<file path="config.mk">
export PLATFORM = sky130hd
export DESIGN_NAME = fetch_queue_flat
export DESIGN_NICKNAME = d
export VERILOG_FILES = /design/src/rtl/fetch_queue_if.sv /design/src/rtl/fetch_queue.sv /design/src/flat_wrapper.sv
export SDC_FILE = /design/constraint.sdc
export NUM_CORES = 1
export LEC_CHECK = 0
export ABC_AREA = 1
export CAP_MARGIN = 0
export CORE_MARGIN = 2
export CORE_UTILIZATION = 30
export CTS_CLUSTER_DIAMETER = 150
export CTS_CLUSTER_SIZE = 14
export DETAILED_ROUTE_END_ITERATION = 12
export PLACE_DENSITY_LB_ADDON = 0.2
export SETUP_SLACK_MARGIN = 0.4
export SYNTH_ARGS = -nofsm -noshare
export SYNTH_HDL_FRONTEND = slang
export SYNTH_SLANG_ARGS = --single-unit
export TNS_END_PERCENT = 30
</file>
<file path="constraint.sdc">
create_clock -name clk -period 6.7 [get_ports clk]
set_input_delay 1.34 -clock clk [delete_from_list [all_inputs] [get_ports clk]]
set_output_delay 1.34 -clock clk [all_outputs]
set_load 0.05 [all_outputs]
</file>
<file path="src/rtl/fetch_queue_if.sv">
// Fetch-queue bundle: instruction-memory port, redirect input and decode handoff.
// master = fetch_queue side, slave = pipeline/memory side.
interface fetch_queue_if #(
   parameter int unsigned XLEN  = 32,
   parameter int unsigned DEPTH = 4
);
   localparam int unsigned CW = $clog2(DEPTH) + 1;

   logic            ex_mem_pc_src;
   logic [XLEN-1:0] ex_mem_npc;
   logic [XLEN-1:0] imem_addr;
   logic [XLEN-1:0] imem_data;
   logic            id_valid;
   logic            id_ready;
   logic [XLEN-1:0] id_instr;
   logic [XLEN-1:0] id_pc;
   logic [XLEN-1:0] id_npc;
   logic [CW-1:0]   fq_count;

   modport master (
      input  ex_mem_pc_src, ex_mem_npc, imem_data, id_ready,
      output imem_addr, id_valid, id_instr, id_pc, id_npc, fq_count
   );

   modport slave (
      output ex_mem_pc_src, ex_mem_npc, imem_data, id_ready,
      input  imem_addr, id_valid, id_instr, id_pc, id_npc, fq_count
   );
endinterface

</file>
<file path="src/rtl/fetch_queue.sv">
// Instruction-fetch stage: owns the PC, reads imem combinationally and queues
// {pc, instr} in a DEPTH-entry FIFO handed to decode with valid/ready; redirect flushes.
module fetch_queue #(
   parameter int unsigned    XLEN     = 32,
   parameter int unsigned    DEPTH    = 4,
   parameter logic [XLEN-1:0] RESET_PC = '0
) (
   input logic          clk,
   input logic          rst_n,
   fetch_queue_if.master fq
);
   localparam int unsigned PW = $clog2(DEPTH);
   localparam int unsigned CW = PW + 1;

   logic [XLEN-1:0] pc_q, pc_d;
   logic [PW-1:0]   rd_q, rd_d, wr_q, wr_d;
   logic [CW-1:0]   count_q, count_d;

   logic [XLEN-1:0] mem_pc    [DEPTH];
   logic [XLEN-1:0] mem_instr [DEPTH];

   logic redirect, full, valid, pop, push;

   assign redirect = fq.ex_mem_pc_src;
   assign full     = (count_q == CW'(DEPTH));
   assign valid    = (count_q != '0);
   assign pop      = valid && fq.id_ready;
   // A pop frees a slot this cycle, so a full queue can still accept the fetch.
   assign push     = !redirect && (!full || pop);

   always_comb begin
      pc_d    = pc_q;
      rd_d    = rd_q;
      wr_d    = wr_q;
      count_d = count_q;
      if (redirect) begin
         pc_d    = fq.ex_mem_npc & ~XLEN'(3);
         rd_d    = '0;
         wr_d    = '0;
         count_d = '0;
      end else begin
         if (push) begin
            pc_d = pc_q + XLEN'(4);
            wr_d = wr_q + PW'(1);
         end
         if (pop) begin
            rd_d = rd_q + PW'(1);
         end
         if (push && !pop) begin
            count_d = count_q + CW'(1);
         end else if (pop && !push) begin
            count_d = count_q - CW'(1);
         end
      end
   end

   always_ff @(posedge clk or negedge rst_n) begin
      if (!rst_n) begin
         pc_q    <= RESET_PC;
         rd_q    <= '0;
         wr_q    <= '0;
         count_q <= '0;
      end else begin
         pc_q    <= pc_d;
         rd_q    <= rd_d;
         wr_q    <= wr_d;
         count_q <= count_d;
      end
   end

   // Storage is data-only; occupancy comes from count_q, so no reset is needed.
   always_ff @(posedge clk) begin
      if (push) begin
         mem_pc[wr_q]    <= pc_q;
         mem_instr[wr_q] <= fq.imem_data;
      end
   end

   assign fq.imem_addr = pc_q;
   assign fq.id_valid  = valid;
   assign fq.id_pc     = mem_pc[rd_q];
   assign fq.id_instr  = mem_instr[rd_q];
   assign fq.id_npc    = mem_pc[rd_q] + XLEN'(4);
   assign fq.fq_count  = count_q;
endmodule

</file>
<file path="src/flat_wrapper.sv">
// flat-port wrapper written by rule: the top's interface ports become plain ports
module fetch_queue_flat 
#(
   parameter int unsigned    XLEN     = 32,
   parameter int unsigned    DEPTH    = 4,
   parameter logic [XLEN-1:0] RESET_PC = '0
)
  (clk, rst_n, fq_ex_mem_pc_src, fq_ex_mem_npc, fq_imem_data, fq_id_ready, fq_imem_addr, fq_id_valid, fq_id_instr, fq_id_pc, fq_id_npc, fq_fq_count);
  fetch_queue_if #(.XLEN(XLEN), .DEPTH(DEPTH)) fq_i ();
  input logic clk;
  input logic rst_n;
  input wire logic [$bits(fq_i.ex_mem_pc_src)-1:0] fq_ex_mem_pc_src;
  input wire logic [$bits(fq_i.ex_mem_npc)-1:0] fq_ex_mem_npc;
  input wire logic [$bits(fq_i.imem_data)-1:0] fq_imem_data;
  input wire logic [$bits(fq_i.id_ready)-1:0] fq_id_ready;
  output wire logic [$bits(fq_i.imem_addr)-1:0] fq_imem_addr;
  output wire logic [$bits(fq_i.id_valid)-1:0] fq_id_valid;
  output wire logic [$bits(fq_i.id_instr)-1:0] fq_id_instr;
  output wire logic [$bits(fq_i.id_pc)-1:0] fq_id_pc;
  output wire logic [$bits(fq_i.id_npc)-1:0] fq_id_npc;
  output wire logic [$bits(fq_i.fq_count)-1:0] fq_fq_count;
  assign fq_i.ex_mem_pc_src = fq_ex_mem_pc_src;
  assign fq_i.ex_mem_npc = fq_ex_mem_npc;
  assign fq_i.imem_data = fq_imem_data;
  assign fq_i.id_ready = fq_id_ready;
  assign fq_imem_addr = fq_i.imem_addr;
  assign fq_id_valid = fq_i.id_valid;
  assign fq_id_instr = fq_i.id_instr;
  assign fq_id_pc = fq_i.id_pc;
  assign fq_id_npc = fq_i.id_npc;
  assign fq_fq_count = fq_i.fq_count;
  fetch_queue #(.XLEN(XLEN), .DEPTH(DEPTH), .RESET_PC(RESET_PC)) u_core (.clk(clk), .rst_n(rst_n), .fq(fq_i));
endmodule
</file>
## Word-level counts from Yosys, hierarchy flattened

Memory sizes are Yosys's and may differ from the RTL's.
Cells that the tools add are included.
W data, S select, Z words.

- Flip-flop bits (word level): 39
- Latch bits: 0
- Bits in writable memories: 256
- Memory bits (read-only): 0
- Input bits: 68
- Output and inout bits: 132
- Word-level logic and storage cells: 37
- Memories: 2

- Add/sub/neg operators: 6
- $mul: 0
- Divide/modulo/power cells: 0
- $lt $le $gt $ge: 0
- Equality and inequality tests: 1
- Shifts and indexed selects: 0
- Mux-type cells: 11
- Bitwise gates (word level): 0
- Reductions and logical operators: 13

Memories:

| memory | words | bits a word | read ports | clocked after Yosys merged registers in | wr ports | RTL line | text |
|---|---|---|---|---|---|---|---|
| u_core.mem_instr | 4 | 32 | 1 | 0 | 1 | fetch_queue.sv:20 | `logic [XLEN-1:0] mem_instr [DEPTH];` |
| u_core.mem_pc | 4 | 32 | 1 | 0 | 1 | fetch_queue.sv:19 | `logic [XLEN-1:0] mem_pc [DEPTH];` |

Operators by type and width:

| cell | number |
|---|---|
| $add A32 B3 Y32 const B | 2 |
| $mux W32 | 2 |
| $mux W3 | 3 |
| $mux W2 | 4 |
| $reduce_bool A3 Y1 | 2 |
| $add A2 B1 Y2 const B | 2 |
| $logic_and A1 B1 Y1 | 4 |
| $logic_not A1 Y1 | 4 |
| $reduce_bool A2 Y1 | 2 |
| $add A3 B1 Y3 const B | 1 |
| $eq A3 B3 Y1 const B | 1 |
| $sub A3 B1 Y3 const B | 1 |
| $mux W1 | 2 |
| $logic_or A1 B1 Y1 | 1 |

## Depth between registers and ports, before layout

- Word-level depth: 9
- Mapped depth: 14
- Mapped depth without buffers: 13

## Worst setup path after synthesis

Ideal clock, no wire load.

- Path type: input to register
- From: in fq_ex_mem_pc_src
- To: mem u_core.mem_instr[0][0] (enable)
- Library setup time: 0.482 ns
- Arrival time: 4.469 ns
- Required time: 6.218 ns
- Slack: 1.749 ns
- Stages on the path: 5
- Path buffers: 2
- Cell sequence: clkbuf_1 > inv_1 > nand2_1 > buf_2 > nor2_1

- Longest elaborated chain between the ends: 4

Ends and longest elaborated chain:

| item | RTL line | text |
|---|---|---|
| start: declaration | flat_wrapper.sv:12 | `input wire logic [$bits(fq_i.ex_mem_pc_src)-1:0] fq_ex_mem_pc_src;` |
| $logic_not A1 Y1 | fetch_queue.sv:29 | `assign push = !redirect && (!full \|\| pop);` |
| $logic_and A1 B1 Y1 | fetch_queue.sv:29 |  |
| $mux W1 | fetch_queue.sv:73 | `if (push) begin` |
| $mux W1 (not written as such) | fetch_queue.sv:75 | `mem_instr[wr_q] <= fq.imem_data;` |
| end: declaration | fetch_queue.sv:20 |  |

No other way between the ends.

## Final worst setup path

- From: reg u_core.rd_q[0]
- To: out fq_id_npc[16]

- Longest elaborated chain between the ends: 2

Ends and longest elaborated chain:

| item | RTL line | text |
|---|---|---|
| start: declaration | fetch_queue.sv:16 | `logic [PW-1:0] rd_q, rd_d, wr_q, wr_d;` |
| start signal: assignment | fetch_queue.sv:65 | `rd_q <= rd_d;` |
| $mem_v2 Z4 W32 | n/a |  |
| $add A32 B3 Y32 | fetch_queue.sv:83 | `assign fq.id_npc = mem_pc[rd_q] + XLEN'(4);` |
| end: declaration | flat_wrapper.sv:20 | `output wire logic [$bits(fq_i.id_npc)-1:0] fq_id_npc;` |

No other way between the ends.

==> flow_metrics.env <==
export IMPL_critical_path_class="reg2out"
export IMPL_multi_input_area_um2=4349
export IMPL_routabilityCongestion=0.8631
export IMPL_ff_latch_area_um2=8378
export IMPL_die_x_um=215.0
export IMPL_dieArea_um2=46230
export IMPL_path_cells="buf_4 -> nand2_1 -> nand3_1 -> nand2_1 -> nor2_1 -> nand2_1 -> nor2_1 -> nand2_1 -> xor2_1 -> clkdlybuf4s50_1"
export IMPL_worstPathRequired_ns=5.36
export IMPL_fin_crit_sh_pct=83.56
export IMPL_power_mw=6.651
export IMPL_timing_rr_start="u_core.fq.fq_count[1]$_DFFE_PN0P_"
export IMPL_initial_utilization_pct=30.27
export IMPL_maxCapViolations=0
export IMPL_netlist_instances=1392
export IMPL_max_stage_delay_ns=0.88
export IMPL_vias_per_cell=4.744
export IMPL_yosysWarnings=0
export IMPL_hold_start="u_core.wr_q[0]$_DFFE_PN0N_"
export IMPL_holdPathStages=1
export IMPL_cpLargestDelayFamily="buffers and inverters"
export IMPL_synth_area_um2=13360
export IMPL_cts_repair_resized=0
export IMPL_post_cts_setup_buffer_count=0
export IMPL_synth_top_area_share_pct=55.75
export IMPL_final_layout_size_suffix_gt1_share_pct=4.723
export IMPL_wirelength_mm=38.97
export IMPL_max_freq_mhz=178.6
export IMPL_area_growth_pct=24.14
export IMPL_antenna_left=0
export IMPL_dr_pass1_iters=5
export IMPL_clock_skew_ns=0.02082
export IMPL_num_rows=77
export IMPL_wl_per_cell_um=17.88
export IMPL_reg2regPathDepth=13
export IMPL_numCtsBuffers=24
export IMPL_crit_path_end_kind="output port"
export IMPL_setup_tns_ns=0
export IMPL_r2r_end="u_core.fq.fq_count[2]$_DFFE_PN0P_"
export IMPL_slew_headroom_pct=28.41
export IMPL_yosysTopAreaCell="edfxtp_1"
export IMPL_finalHoldViolCount=0
export IMPL_worstSkewPairLatency_ns=0.54
export IMPL_start_kind="flip-flop"
export IMPL_period_needed_ns=5.598
export IMPL_p_per_area_nw_per_um2=401.1
export IMPL_htree_levels=1
export IMPL_synth_main_ff_cell="edfxtp_1"
export IMPL_status="finished clean"
export IMPL_vias=10340
export IMPL_core_area_um2=44120
export IMPL_grt_overflow_total=0
export IMPL_clk_path_buf_depth=3
export IMPL_slowest_stage="buf_4"
export IMPL_setup_viol=0
export IMPL_io_buffers=191
export IMPL_cts_num_sinks=285
export IMPL_worst_pin_slew_ns=1.074
export IMPL_antenna_found_initial=2
export IMPL_root_buffer="clkbuf_16"
export IMPL_yosysUniqueCellTypes=34
export IMPL_synth_seq_cells=285
export IMPL_place_hpwl_mm=25.50
export IMPL_grt_max_degree=96
export IMPL_vdd_drop_max_mv=0.2011
export IMPL_avgSynthCellArea_um2=9.596
export IMPL_tritoncts="built"
export IMPL_ios=200
export IMPL_fillers=4485
export IMPL_cp_num_buf_inv=2
export IMPL_drc=0
export IMPL_num_nets_final=1645
export IMPL_power_leakage_nw=6.295
export IMPL_ys_top_cells_by_area="edfxtp_1 (56%), nand2_1 (13%), dfrtp_1 (6.9%)"
export IMPL_synthArstFlopShare_pct=12.98
export IMPL_yosysSeqAreaShare_pct=62.68
export IMPL_drt_first_iter_violations=813
export IMPL_grt_pass1_wl_mm=58.37
export IMPL_holdBufCountCts=0
export IMPL_first_global_vias=9769
export IMPL_rsz0062_at_grt="false"
export IMPL_whs_endpoint="u_core.wr_q[0]$_DFFE_PN0N_"
export IMPL_synth_edf_count=248
export IMPL_finalMaxSlewViolations=0
export IMPL_rrSetupSlack_ns=3.46
export IMPL_cp_common_cell="nand2_1"
export IMPL_grt_usage_pct=16.44
export IMPL_hp_class="reg2reg"
export IMPL_worstPathMaxFanout=95
export IMPL_antenna_cells=0
export IMPL_clk_pin_slew_ns=0.07
export IMPL_dieHeight_um=215.0
export IMPL_worstPathArrival_ns=4.26
## per-layer routing
layer / part of all wire [%] / GRT usage [%]
met5: 0 / 0
met1: 47 / 23.22
met2: 46 / 26.44
met4: 1.8 / 4.161
met3: 5.7 / 2.562
## cell usage in the layout (no fill, tap or decap), types with 26 or more instances in the layout
cell type / instances
o21ai_0: 79
o22ai_1: 34
dfrtp_1: 35
nand2_1: 469
xor2_1: 26
nand3_1: 94
inv_1: 89
edfxtp_1: 248
clkdlybuf4s50_1: 190
nor2_1: 158
## cell families after synthesis
kind of cell / Yosys count / synth area share (%)
xor gates and xnor gates: 30 / 1.967
AOI/OAI and AO/OA: 136 / 5.676
DFF: 285 / 62.68
buffers and inverters: 155 / 5.124
and+or+nand+nor: 778 / 23.81
adders and majority gates: 7 / 0.7119
other: 1 / 0.02807
## worst max-delay path by stage
stage | startpoint | endpoint | slack [ns] | cells after the start
after global placement | u_core.rd_q[0]$_DFFE_PN0P_ | fq_id_npc[16] | 1.69 | 10
after floorplan | fq_ex_mem_pc_src | u_core.mem_instr[0][0]$_DFFE_PP_ | 1.75 | 5
after global routing | u_core.rd_q[0]$_DFFE_PN0P_ | fq_id_npc[15] | 0.79 | 11
after CTS | u_core.rd_q[0]$_DFFE_PN0P_ | fq_id_npc[16] | 1.07 | 10
after detailed placement | u_core.rd_q[0]$_DFFE_PN0P_ | fq_id_npc[16] | 1.65 | 10
final | u_core.rd_q[0]$_DFFE_PN0P_ | fq_id_npc[16] | 1.10 | 10
## flip-flops by register name (all words and copies together) (netlist names)
register	cells
u_core.fq.fq_count	3
u_core.fq.imem_addr	30
u_core.mem_instr	128
u_core.mem_pc	120
u_core.rd_q	2
u_core.wr_q	2
## where the power goes
group / total [mW] / switching, mW / internal, mW
registers: 2.37 / 0.174 / 2.19
logic: 2.95 / 2.12 / 0.822
clock network: 1.34 / 0.636 / 0.701
total: 6.65 / 2.93 / 3.72
## layout make-up
type                       instances  area share [%]
clock buffer                      43           4.180
clock inverter                     1         0.06791
inverter                          95           2.158
multi-input combinational        957           26.23
sequential                       285           50.52
tap                              592           4.467
timing repair buffer             207           12.37
## per-stage QoR
step	util, %	instances	hold WS (ns)	worst slack (ns)	area (um^2)
after floorplan	-	1397	0.5139	1.749	13380
after global placement	35.98	2136	0.5484	1.688	15880
after detailed placement	35.98	2136	0.5571	1.654	15880
after CTS	37.58	2180	0.5665	1.071	16580
after global routing	37.58	2180	0.6204	0.7941	16580
final	37.58	2180	0.5614	1.102	16580
## synth_stat cells (2+ instances only)
| cell type | n |
|---|---|
| a21oi_1 | 7 |
| o211ai_1 | 7 |
| o21ai_1 | 3 |
| nand3_1 | 94 |
| nor3_1 | 13 |
| nand4_1 | 17 |
| nor2_4 | 4 |
| nor2_2 | 7 |
| clkbuf_1 | 25 |
| buf_4 | 11 |
| o22ai_1 | 34 |
| o21bai_1 | 2 |
| nand3b_1 | 2 |
| nand2_1 | 469 |
| edfxtp_1 | 248 |
| xnor2_1 | 4 |
| inv_1 | 89 |
| xor2_1 | 26 |
| ha_1 | 6 |
| o21ai_0 | 79 |
| buf_6 | 5 |
| inv_2 | 6 |
| nor2_1 | 162 |
| dfrtp_1 | 37 |
| buf_2 | 19 |
| nand2_2 | 8 |
(Power assumes the default switching activity.)
